### src/rtl/instr_fetch_stage.sv
// -----------------------------------------------------------------------------
// instr_fetch_stage
//
// Purpose:
//   Instruction fetch stage. Owns the program counter, fetches 32-bit words
//   from instruction memory over a req/ack handshake and holds the result in
//   a single-entry IF/ID register. id_instruction feeds the instruction field
//   splitter directly. Handles downstream stall (id_ready) and branch/jump
//   redirects, flushing both an in-flight request and a held instruction.
//
// Handshakes:
//   imem_req/imem_ack : imem_req rises with a stable imem_addr and both stay
//     put until a cycle in which imem_ack=1; that cycle carries imem_rdata.
//     imem_ack is ignored whenever imem_req=0.
//   id_valid/id_ready : the held word moves downstream on a rising edge where
//     id_valid=1, id_ready=1 and redirect_valid=0. A redirect in that same
//     cycle wins and the held word is dropped instead.
//
// Parameters:
//   RESET_PC       PC loaded on reset (word aligned; low bits are forced to 0).
//
// Ports:
//   clk            clock, rising edge
//   rst_n          synchronous active-low reset
//   imem_req       fetch request (FETCH and DRAIN only)
//   imem_addr      word-aligned fetch address
//   imem_ack       memory returns imem_rdata this cycle
//   imem_rdata     fetched instruction word
//   redirect_valid taken branch/jump, one-cycle pulse
//   redirect_pc    redirect target; bits [1:0] ignored
//   id_ready       downstream accepts the held instruction
//   id_valid       IF/ID register holds a valid instruction
//   id_instruction held instruction word
//   id_pc          address of the held instruction
//   id_pc_plus4    id_pc + 4 (mod 2^32)
//
// Optional build macro INSTR_FETCH_PERF_EN adds:
//   perf_fetched   saturating count of IF/ID transfers
//   perf_flushed   saturating count of redirects that threw work away
//                  (held word dropped, same-cycle ack discarded, or DRAIN
//                  entered)
//
// Debug visibility: the FSM state is the register state_q (type state_t).
// -----------------------------------------------------------------------------
module instr_fetch_stage #(
    parameter logic [31:0] RESET_PC = 32'h0000_0000
) (
    input  logic        clk,
    input  logic        rst_n,
    output logic        imem_req,
    output logic [31:0] imem_addr,
    input  logic        imem_ack,
    input  logic [31:0] imem_rdata,
    input  logic        redirect_valid,
    input  logic [31:0] redirect_pc,
    input  logic        id_ready,
    output logic        id_valid,
    output logic [31:0] id_instruction,
    output logic [31:0] id_pc,
`ifdef INSTR_FETCH_PERF_EN
    output logic [31:0] id_pc_plus4,
    output logic [31:0] perf_fetched,
    output logic [31:0] perf_flushed
`else
    output logic [31:0] id_pc_plus4
`endif
);

    // IDLE  : one cycle after reset, no request.
    // FETCH : request outstanding at pc_q.
    // DRAIN : request outstanding at an address made stale by a redirect;
    //         its data will be thrown away.
    // HOLD  : IF/ID register full, waiting for id_ready.
    typedef enum logic [1:0] {
        IDLE  = 2'd0,
        FETCH = 2'd1,
        DRAIN = 2'd2,
        HOLD  = 2'd3
    } state_t;

    localparam logic [31:0] RESET_PC_ALIGNED = {RESET_PC[31:2], 2'b00};

    state_t      state_q, state_d;
    logic [31:0] pc_q, pc_d;
    logic [31:0] drain_addr_q, drain_addr_d;
    logic        id_valid_q, id_valid_d;
    logic [31:0] id_instruction_q, id_instruction_d;
    logic [31:0] id_pc_q, id_pc_d;
    logic [31:0] id_pc_plus4_q, id_pc_plus4_d;

    logic [31:0] redirect_target;
    logic [31:0] pc_plus4;
    logic        transfer;
    logic        flush_event;

    // The two low target bits carry no information for word fetches.
    logic        unused_redirect_lsbs;
    assign unused_redirect_lsbs = ^redirect_pc[1:0];

    assign redirect_target = {redirect_pc[31:2], 2'b00};
    // Natural 32-bit wrap takes 32'hFFFF_FFFC to 0.
    assign pc_plus4        = pc_q + 32'd4;

    // A handshake in HOLD only counts when no redirect overrides it.
    assign transfer    = (state_q == HOLD) && id_valid_q && id_ready && !redirect_valid;
    // A redirect discards work only when something useful was in flight or
    // held: a held word (HOLD) or a live request (FETCH, whether or not it is
    // acked this cycle). Redirects in DRAIN or IDLE discard nothing new.
    assign flush_event = redirect_valid && ((state_q == HOLD) || (state_q == FETCH));

    // -------------------------------------------------------------------------
    // Next-state and datapath
    // -------------------------------------------------------------------------
    always_comb begin
        state_d          = state_q;
        pc_d             = pc_q;
        drain_addr_d     = drain_addr_q;
        id_valid_d       = id_valid_q;
        id_instruction_d = id_instruction_q;
        id_pc_d          = id_pc_q;
        id_pc_plus4_d    = id_pc_plus4_q;

        unique case (state_q)
            IDLE: begin
                // Redirect here only steers where the first fetch goes.
                state_d = FETCH;
                if (redirect_valid) begin
                    pc_d = redirect_target;
                end
            end

            FETCH: begin
                if (redirect_valid) begin
                    pc_d       = redirect_target;
                    id_valid_d = 1'b0;
                    if (imem_ack) begin
                        // Returning word belongs to the old path: drop it and
                        // start the new path immediately.
                        state_d = FETCH;
                    end else begin
                        // Request cannot be withdrawn; remember its address
                        // so imem_addr stays stable until the ack.
                        state_d      = DRAIN;
                        drain_addr_d = pc_q;
                    end
                end else if (imem_ack) begin
                    id_instruction_d = imem_rdata;
                    id_pc_d          = pc_q;
                    id_pc_plus4_d    = pc_plus4;
                    id_valid_d       = 1'b1;
                    pc_d             = pc_plus4;
                    state_d          = HOLD;
                end
            end

            DRAIN: begin
                if (redirect_valid) begin
                    // Newest target wins; the stale request is still pending.
                    pc_d       = redirect_target;
                    id_valid_d = 1'b0;
                end
                if (imem_ack) begin
                    state_d = FETCH;
                end
            end

            HOLD: begin
                if (redirect_valid) begin
                    pc_d       = redirect_target;
                    id_valid_d = 1'b0;
                    state_d    = FETCH;
                end else if (id_ready) begin
                    id_valid_d = 1'b0;
                    state_d    = FETCH;
                end
            end

            default: begin
                state_d = IDLE;
            end
        endcase
    end

    // -------------------------------------------------------------------------
    // State registers
    // -------------------------------------------------------------------------
    always_ff @(posedge clk) begin
        if (!rst_n) begin
            state_q          <= IDLE;
            pc_q             <= RESET_PC_ALIGNED;
            drain_addr_q     <= 32'd0;
            id_valid_q       <= 1'b0;
            id_instruction_q <= 32'd0;
            id_pc_q          <= 32'd0;
            id_pc_plus4_q    <= 32'd0;
        end else begin
            state_q          <= state_d;
            pc_q             <= pc_d;
            drain_addr_q     <= drain_addr_d;
            id_valid_q       <= id_valid_d;
            id_instruction_q <= id_instruction_d;
            id_pc_q          <= id_pc_d;
            id_pc_plus4_q    <= id_pc_plus4_d;
        end
    end

    // -------------------------------------------------------------------------
    // Outputs
    // -------------------------------------------------------------------------
    assign imem_req       = (state_q == FETCH) || (state_q == DRAIN);
    assign imem_addr      = (state_q == DRAIN) ? drain_addr_q : pc_q;
    assign id_valid       = id_valid_q;
    assign id_instruction = id_instruction_q;
    assign id_pc          = id_pc_q;
    assign id_pc_plus4    = id_pc_plus4_q;

`ifdef INSTR_FETCH_PERF_EN
    // -------------------------------------------------------------------------
    // Performance counters (saturating)
    // -------------------------------------------------------------------------
    logic [31:0] perf_fetched_q, perf_fetched_d;
    logic [31:0] perf_flushed_q, perf_flushed_d;

    always_comb begin
        perf_fetched_d = perf_fetched_q;
        perf_flushed_d = perf_flushed_q;
        if (transfer && (perf_fetched_q != 32'hFFFF_FFFF)) begin
            perf_fetched_d = perf_fetched_q + 32'd1;
        end
        if (flush_event && (perf_flushed_q != 32'hFFFF_FFFF)) begin
            perf_flushed_d = perf_flushed_q + 32'd1;
        end
    end

    always_ff @(posedge clk) begin
        if (!rst_n) begin
            perf_fetched_q <= 32'd0;
            perf_flushed_q <= 32'd0;
        end else begin
            perf_fetched_q <= perf_fetched_d;
            perf_flushed_q <= perf_flushed_d;
        end
    end

    assign perf_fetched = perf_fetched_q;
    assign perf_flushed = perf_flushed_q;
`else
    // Event terms only feed the optional counters.
    logic unused_perf_events;
    assign unused_perf_events = transfer ^ flush_event;
`endif

endmodule

### config.mk
export PLATFORM = sky130hd
export DESIGN_NAME = instr_fetch_stage
export DESIGN_NICKNAME = d
export VERILOG_FILES = /design/src/rtl/instr_fetch_stage.sv
export SDC_FILE = /design/constraint.sdc
export NUM_CORES = 1
export LEC_CHECK = 0
export BUFFER_PORTS_ARGS = -buffer_cell sky130_fd_sc_hd__clkbuf_2
export CAP_MARGIN = 20
export CORE_MARGIN = 4
export CORE_UTILIZATION = 52
export DETAILED_ROUTE_END_ITERATION = 10
export PLACE_DENSITY = 0.83
export SLEW_MARGIN = 20
export SYNTH_ARGS = -nofsm -noshare
export SYNTH_HDL_FRONTEND = slang
export SYNTH_SLANG_ARGS = --single-unit
### constraint.sdc
create_clock -name clk -period 2.3 [get_ports clk]
set_input_delay 0.345 -clock clk [delete_from_list [all_inputs] [get_ports clk]]
set_output_delay 0.345 -clock clk [all_outputs]
set_load 0.05 [all_outputs]
==> results.toml, run 1 <==
[status]
outcome = "complete, no violations"

[critical_path]
crit_fanout = 18
critPathKind = "flip-flop to output pin"
worst_ep_required_time_ps = 1960
reg2reg_depth = 7
setup.worst_path.start_class = "flip-flop"
timing.critical_path.to_type = "output pin"
crit_arrival_ps = 1930
reg2reg_setup_slack_ps = 340

[yosys]
synth_top_area_frac = 0.444
synth_simple_gate_area_frac = 0.220
synthArstFlopShare = 0
synth-seq-cells = 155
synth_area_per_cell_sq_um = 8.02
synth_compound_area_frac = 0.160
synth_top_family_by_area = "simple AND/OR/NAND/NOR gates"
yosysMostFrequentCell = "nand2_1"
netlist_area_sq_mm = 0.00698
yosys.area.top_type = "dfxtp_1"
yosys-top-cells-count = "208 x nand2_1, 155 x dfxtp_1, 133 x a21oi_1"
synth_edf_count = 0
yosysWarningCount = 0
synth_xor_area_frac = 0.0514
yosys-top-cells-area = "dfxtp_1 44%, nand2_1 11%, a21oi_1 9.5%"
synth_adder_area_share = 0.00896
synth.distinct_cells = 52
yosysSeqAreaShare = 0.444
synth_mux_area_frac = 0.0495
synth_cells = 870
yosys_most_used_dff = "dfxtp_1"

[sta]
period_share = 0.991
setup_slack_ps = 20.9
setup_viol = 0
timing.final.crit_period_ps = 2280
fin_skew_ps = 6.47
fmax_mhz = 439
slew_viol_final = 0
rsz0062_at_grt = "yes"
hold_viol_final = 0

[pwr]
power_density_mw_per_mm2 = 814
peakVddDrop_mv = 0.446
p_leak_uw = 0.00357

[drt]
remaining_drc_errors = 0
vias = 6671
wl_met2_um = 9800
highest_layer = "met5"
dr.pass1.iters = 5
dr_wl_met3_um = 1470
wl_per_cell_um = 16.2
avgViaCountPerCell = 5.41
drt_iter0_drc = 544
routed_wl_um = 20000
met1_length_um = 8140
drtAntennaViolNets = 0

[cts]
path_clk_slew_ps = 60
cts_setup_buffers = 0
cts_tree = "built"
htree_num_levels = 4
clock-sinks = 155
clk_path_buf_depth = 2
clockRootBuffer = "clkbuf_16"
cts_buffers = 17
post_cts_resized = 0
clock_latency_ps = 420
ctsHoldBuffers = 0

[cells_and_area]
final_core_util = 0.672
nNetsFinal = 1118
n_antenna_cell = 0
drive_gt1_frac = 0.293
area.growth.synth_to_final_pct = 27.0

[global_routing]
grt_max_degree = 47
grt.overflow.total = 0
antenna_found_initial = 1
grt.total_usage = 0.260
grt_pass1_wl_um = 31100
first_global_vias = 6216

[job]
cap_violations = 0

[floorplan]
die_y_um = 124
row_count = 42
coreArea_sq_mm = 0.0132
die_x_um = 124
ios = 199
initial_core_util = 0.529
die_area_sq_mm = 0.0153

[placed_design]
io_buffers = 190
dp_hpwl_um = 13900
place_congestion = 0.890
place_ws_ps = 380

[hold_path]
hold_path_class = "input port to flip-flop"
holdPathStages = 3
[critical path: stages, from the launching register on]
cell and delay (ps):
dfxtp_1 340, inv_1 90, ha_1 180, buf_4 270
mux2_2 390, clkbuf_2 240
[kinds of logic after synthesis]
logic type      count (synthesis)
compound gates                202
xor+xnor                       41
fa+ha+maj                       5
buf+inv                        97
flops                         155
mux                            31
other cells                     1
simple gates                  338
[through the flow]
stage | power, uW | setup TNS (ps) | area, sq um | hold slack (ps) | instances
after floorplan | 3750 | -299 | 7000 | 433 | 875
final | 7220 | 0 | 8870 | 137 | 1233
after CTS | 7230 | 0 | 8870 | 126 | 1233
after detailed placement | 4090 | 0 | 8200 | 443 | 1201
after global routing | 7440 | -1390 | 8870 | 129 | 1233
after global placement | 4070 | 0 | 8200 | 438 | 1201
[area by class of cell]
cell class,count,area [sq um]
Timing Repair Buffer,238,1390
Sequential cell,155,3100
Tap cell,176,220
Clock buffer,21,450
Fill cell,1098,4320
Clock inverter,11,216
Multi-Input combinational cell,623,3450
Inverter,9,36.3
[sequential cells by signal, summed over array words and instances (netlist names)]
register / count
id_pc_plus4: 30
id_valid: 1
id_pc: 30
state_q: 2
pc_q: 30
id_instruction: 32
drain_addr_q: 30
[layout by cell type (no fill, tap or decap), types with 17 or more instances in the layout]
cell       count
nand2_1      207
o21ai_0       29
a211oi_1      19
a21oi_1      133
dfxtp_1      155
buf_4         44
clkbuf_16     17
mux2_2        28
clkbuf_2     188
nor2_1        44
xnor2_1       27
nand3_1       17
[per-layer routing]
| metal | up-vias | GRT usage |
|---|---|---|
| met1 | 3097 | 0.324 |
| li1 | 3278 | - |
| met3 | 44 | 0.0677 |
| met2 | 250 | 0.425 |
| met5 | - | 0 |
| met4 | 2 | 0.111 |
[final timing paths]
path                                start                               to
hold / removal             imem_rdata[30]  id_instruction[30]$_SDFFE_PN0P_
hold reg to reg     id_pc[9]$_SDFFE_PN0P_            id_pc[9]$_SDFFE_PN0P_
setup / recovery  state_q[0]$_SDFFE_PN0P_                    imem_addr[25]
setup reg to reg  state_q[1]$_SDFFE_PN0P_            pc_q[22]$_SDFFE_PN0P_
[report_power, final]
| group | internal (uW) | switching (uW) | total, uW |
|---|---|---|---|
| sequential | 2800 | 79.2 | 2880 |
| clock | 2060 | 1110 | 3180 |
| combinational | 347 | 818 | 1170 |
Power figures use the tool's default switching activity.
==> run 2: changes to the inputs <==
--- a/config.mk
+++ b/config.mk
@@ -7,6 +7,7 @@
 export LEC_CHECK = 0
 export BUFFER_PORTS_ARGS = -buffer_cell sky130_fd_sc_hd__clkbuf_2
 export CAP_MARGIN = 20
+export CORE_ASPECT_RATIO = 1.1
 export CORE_MARGIN = 4
 export CORE_UTILIZATION = 52
 export DETAILED_ROUTE_END_ITERATION = 10
==> constraint.sdc (replaced) <==
create_clock -name clk -period 2.3 [get_ports clk]
set_input_delay 0.115 -clock clk [delete_from_list [all_inputs] [get_ports clk]]
set_output_delay 0.115 -clock clk [all_outputs]
set_load 0.05 [all_outputs]
==> results.toml, run 2 (synthesis results as in run 1) <==
[status]
outcome = "complete, no violations"

[sta]
setup_viol = 0
period_share = 0.882
fin_skew_ps = 9.12
setup_slack_ps = 271
timing.final.crit_period_ps = 2030
whs_ps = 17.6
fin_tns_setup_ps = 0
hold_viol_final = 0
slew_viol_final = 0
fmax_mhz = 493
rsz0062_at_grt = "no"

[hold_path]
hold_end = "pc_q[12]$_SDFFE_PN0P_"
hold_path_class = "input port to flip-flop"
worstHoldStart = "redirect_pc[12]"
holdPathStages = 3

[critical_path]
reg2reg_depth = 5
rr_endpoint = "pc_q[25]$_SDFFE_PN0P_"
critPathKind = "flip-flop to output pin"
reg2reg_from = "pc_q[5]$_SDFFE_PN0P_"
worst_ep_required_time_ps = 2180
crit_fanout = 20
reg2reg_setup_slack_ps = 320
setup.worst_path.start_class = "flip-flop"
timing.critical_path.to_type = "output pin"
path_cells = "inv_1 > ha_1 > buf_4 > mux2_2 > clkbuf_2"
cp_slowest_cell = "mux2_2"
crit_arrival_ps = 1910
cpPeakStageDelay_ps = 380

[cells_and_area]
largest_reg_flops = 32
nNetsFinal = 1166
drive_gt1_frac = 0.280
final_cell_mix = "207 x nand2_1, 190 x clkbuf_2, 155 x dfxtp_1"
fillers = 1015
layout_commonest_cell = "nand2_1"
area.growth.synth_to_final_pct = 32.2

[placed_design]
place_congestion = 0.954
dp_hpwl_um = 14500
io_buffers = 190
place_ws_ps = 356

[cts]
cts_buffers = 17
path_clk_slew_ps = 60
htree_num_levels = 4
clk_path_buf_depth = 2
cts_setup_buffers = 0
cts_tree = "built"
clock_latency_ps = 430
clockRootBuffer = "clkbuf_16"
clock-sinks = 155

[floorplan]
die_y_um = 130
die_area_sq_mm = 0.0153
coreArea_sq_mm = 0.0132
initial_core_util = 0.531
row_count = 44
die_x_um = 118
ios = 199

[global_routing]
grt.overflow.total = 0
grt.total_usage = 0.279
first_global_vias = 6604
antenna_found_initial = 0
grt_pass1_wl_um = 34100
grt_max_degree = 48

[drt]
drtAntennaViolNets = 0
avgViaCountPerCell = 5.55
remaining_drc_errors = 0
dr.pass1.iters = 8
vias = 7039
drt_iter0_drc = 575
wl_per_cell_um = 17.3
routed_wl_um = 22000

[pwr]
power_density_mw_per_mm2 = 743
p_leak_uw = 0.00373
peakVddDrop_mv = 0.416

[job]
cap_violations = 0
-- run 2: worst max path at each step --
stage | end | from | depth (start not counted) | slack, ps
2_1_floorplan | imem_addr[15] | state_q[0]$_SDFFE_PN0P_ | 5 | 80
3_3_place_gp | id_pc_plus4[9]$_SDFFE_PN0P_ | state_q[1]$_SDFFE_PN0P_ | 7 | 430
3_5_place_dp | id_pc_plus4[6]$_SDFFE_PN0P_ | state_q[1]$_SDFFE_PN0P_ | 7 | 360
4_1_cts | imem_addr[29] | state_q[0]$_SDFFE_PN0P_ | 5 | 250
5_1_grt | pc_q[10]$_SDFFE_PN0P_ | pc_q[3]$_SDFFE_PN0P_ | 7 | 100
6_report | imem_addr[29] | state_q[0]$_SDFFE_PN0P_ | 5 | 270
-- run 2: report_power, final --
group	switching (uW)	internal, uW
registers	85.3	2800
clock network	1140	1600
logic	846	395
-- run 2: per-layer routing --
metal  vias up  track usage  share of wire
li1       3380            -              -
met1      3317        0.351           0.41
met2       296        0.468           0.48
met3        46       0.0646          0.080
met4         0        0.112          0.031
met5         -            0              0
-- run 2: cell type report --
| type | count | area [sq um] | share of cell area |
|---|---|---|---|
| multi-input combinational | 623 | 3450 | 0.374 |
| sequential | 155 | 3100 | 0.336 |
| timing repair buffer | 286 | 1860 | 0.201 |
| clock buffer | 19 | 433 | 0.0469 |
| tap | 161 | 201 | 0.0218 |
| clock inverter | 13 | 144 | 0.0156 |
| inverter | 9 | 36.3 | 0.00393 |
| antenna | 2 | 5.00 | 0.000542 |
-- run 2: timing repair --
action,4_1_cts,5_1_grt
endpoints found under the hold margin,50,0
hold buffers,50,0
gates resized for setup,0,0
-- run 2: worst max-delay path: cells and delay by family, from the launching register on --
| kind | cells | cell delay, ps |
|---|---|---|
| buf+inv | 3 | 590 |
| flops | 1 | 330 |
| mux | 1 | 380 |
| fa+ha+maj | 1 | 170 |
-- run 2: stage by stage --
stage / cells / power (uW) / utilization / instance area (sq um)
6_report: 1268 / 6860 / 0.702 / 9230
5_1_grt: 1266 / 7100 / 0.701 / 9230
3_3_place_gp: 1184 / 4070 / 0.619 / 8150
2_1_floorplan: 875 / 3750 / - / 7000
4_1_cts: 1266 / 6880 / 0.701 / 9230
3_5_place_dp: 1184 / 4090 / 0.619 / 8150
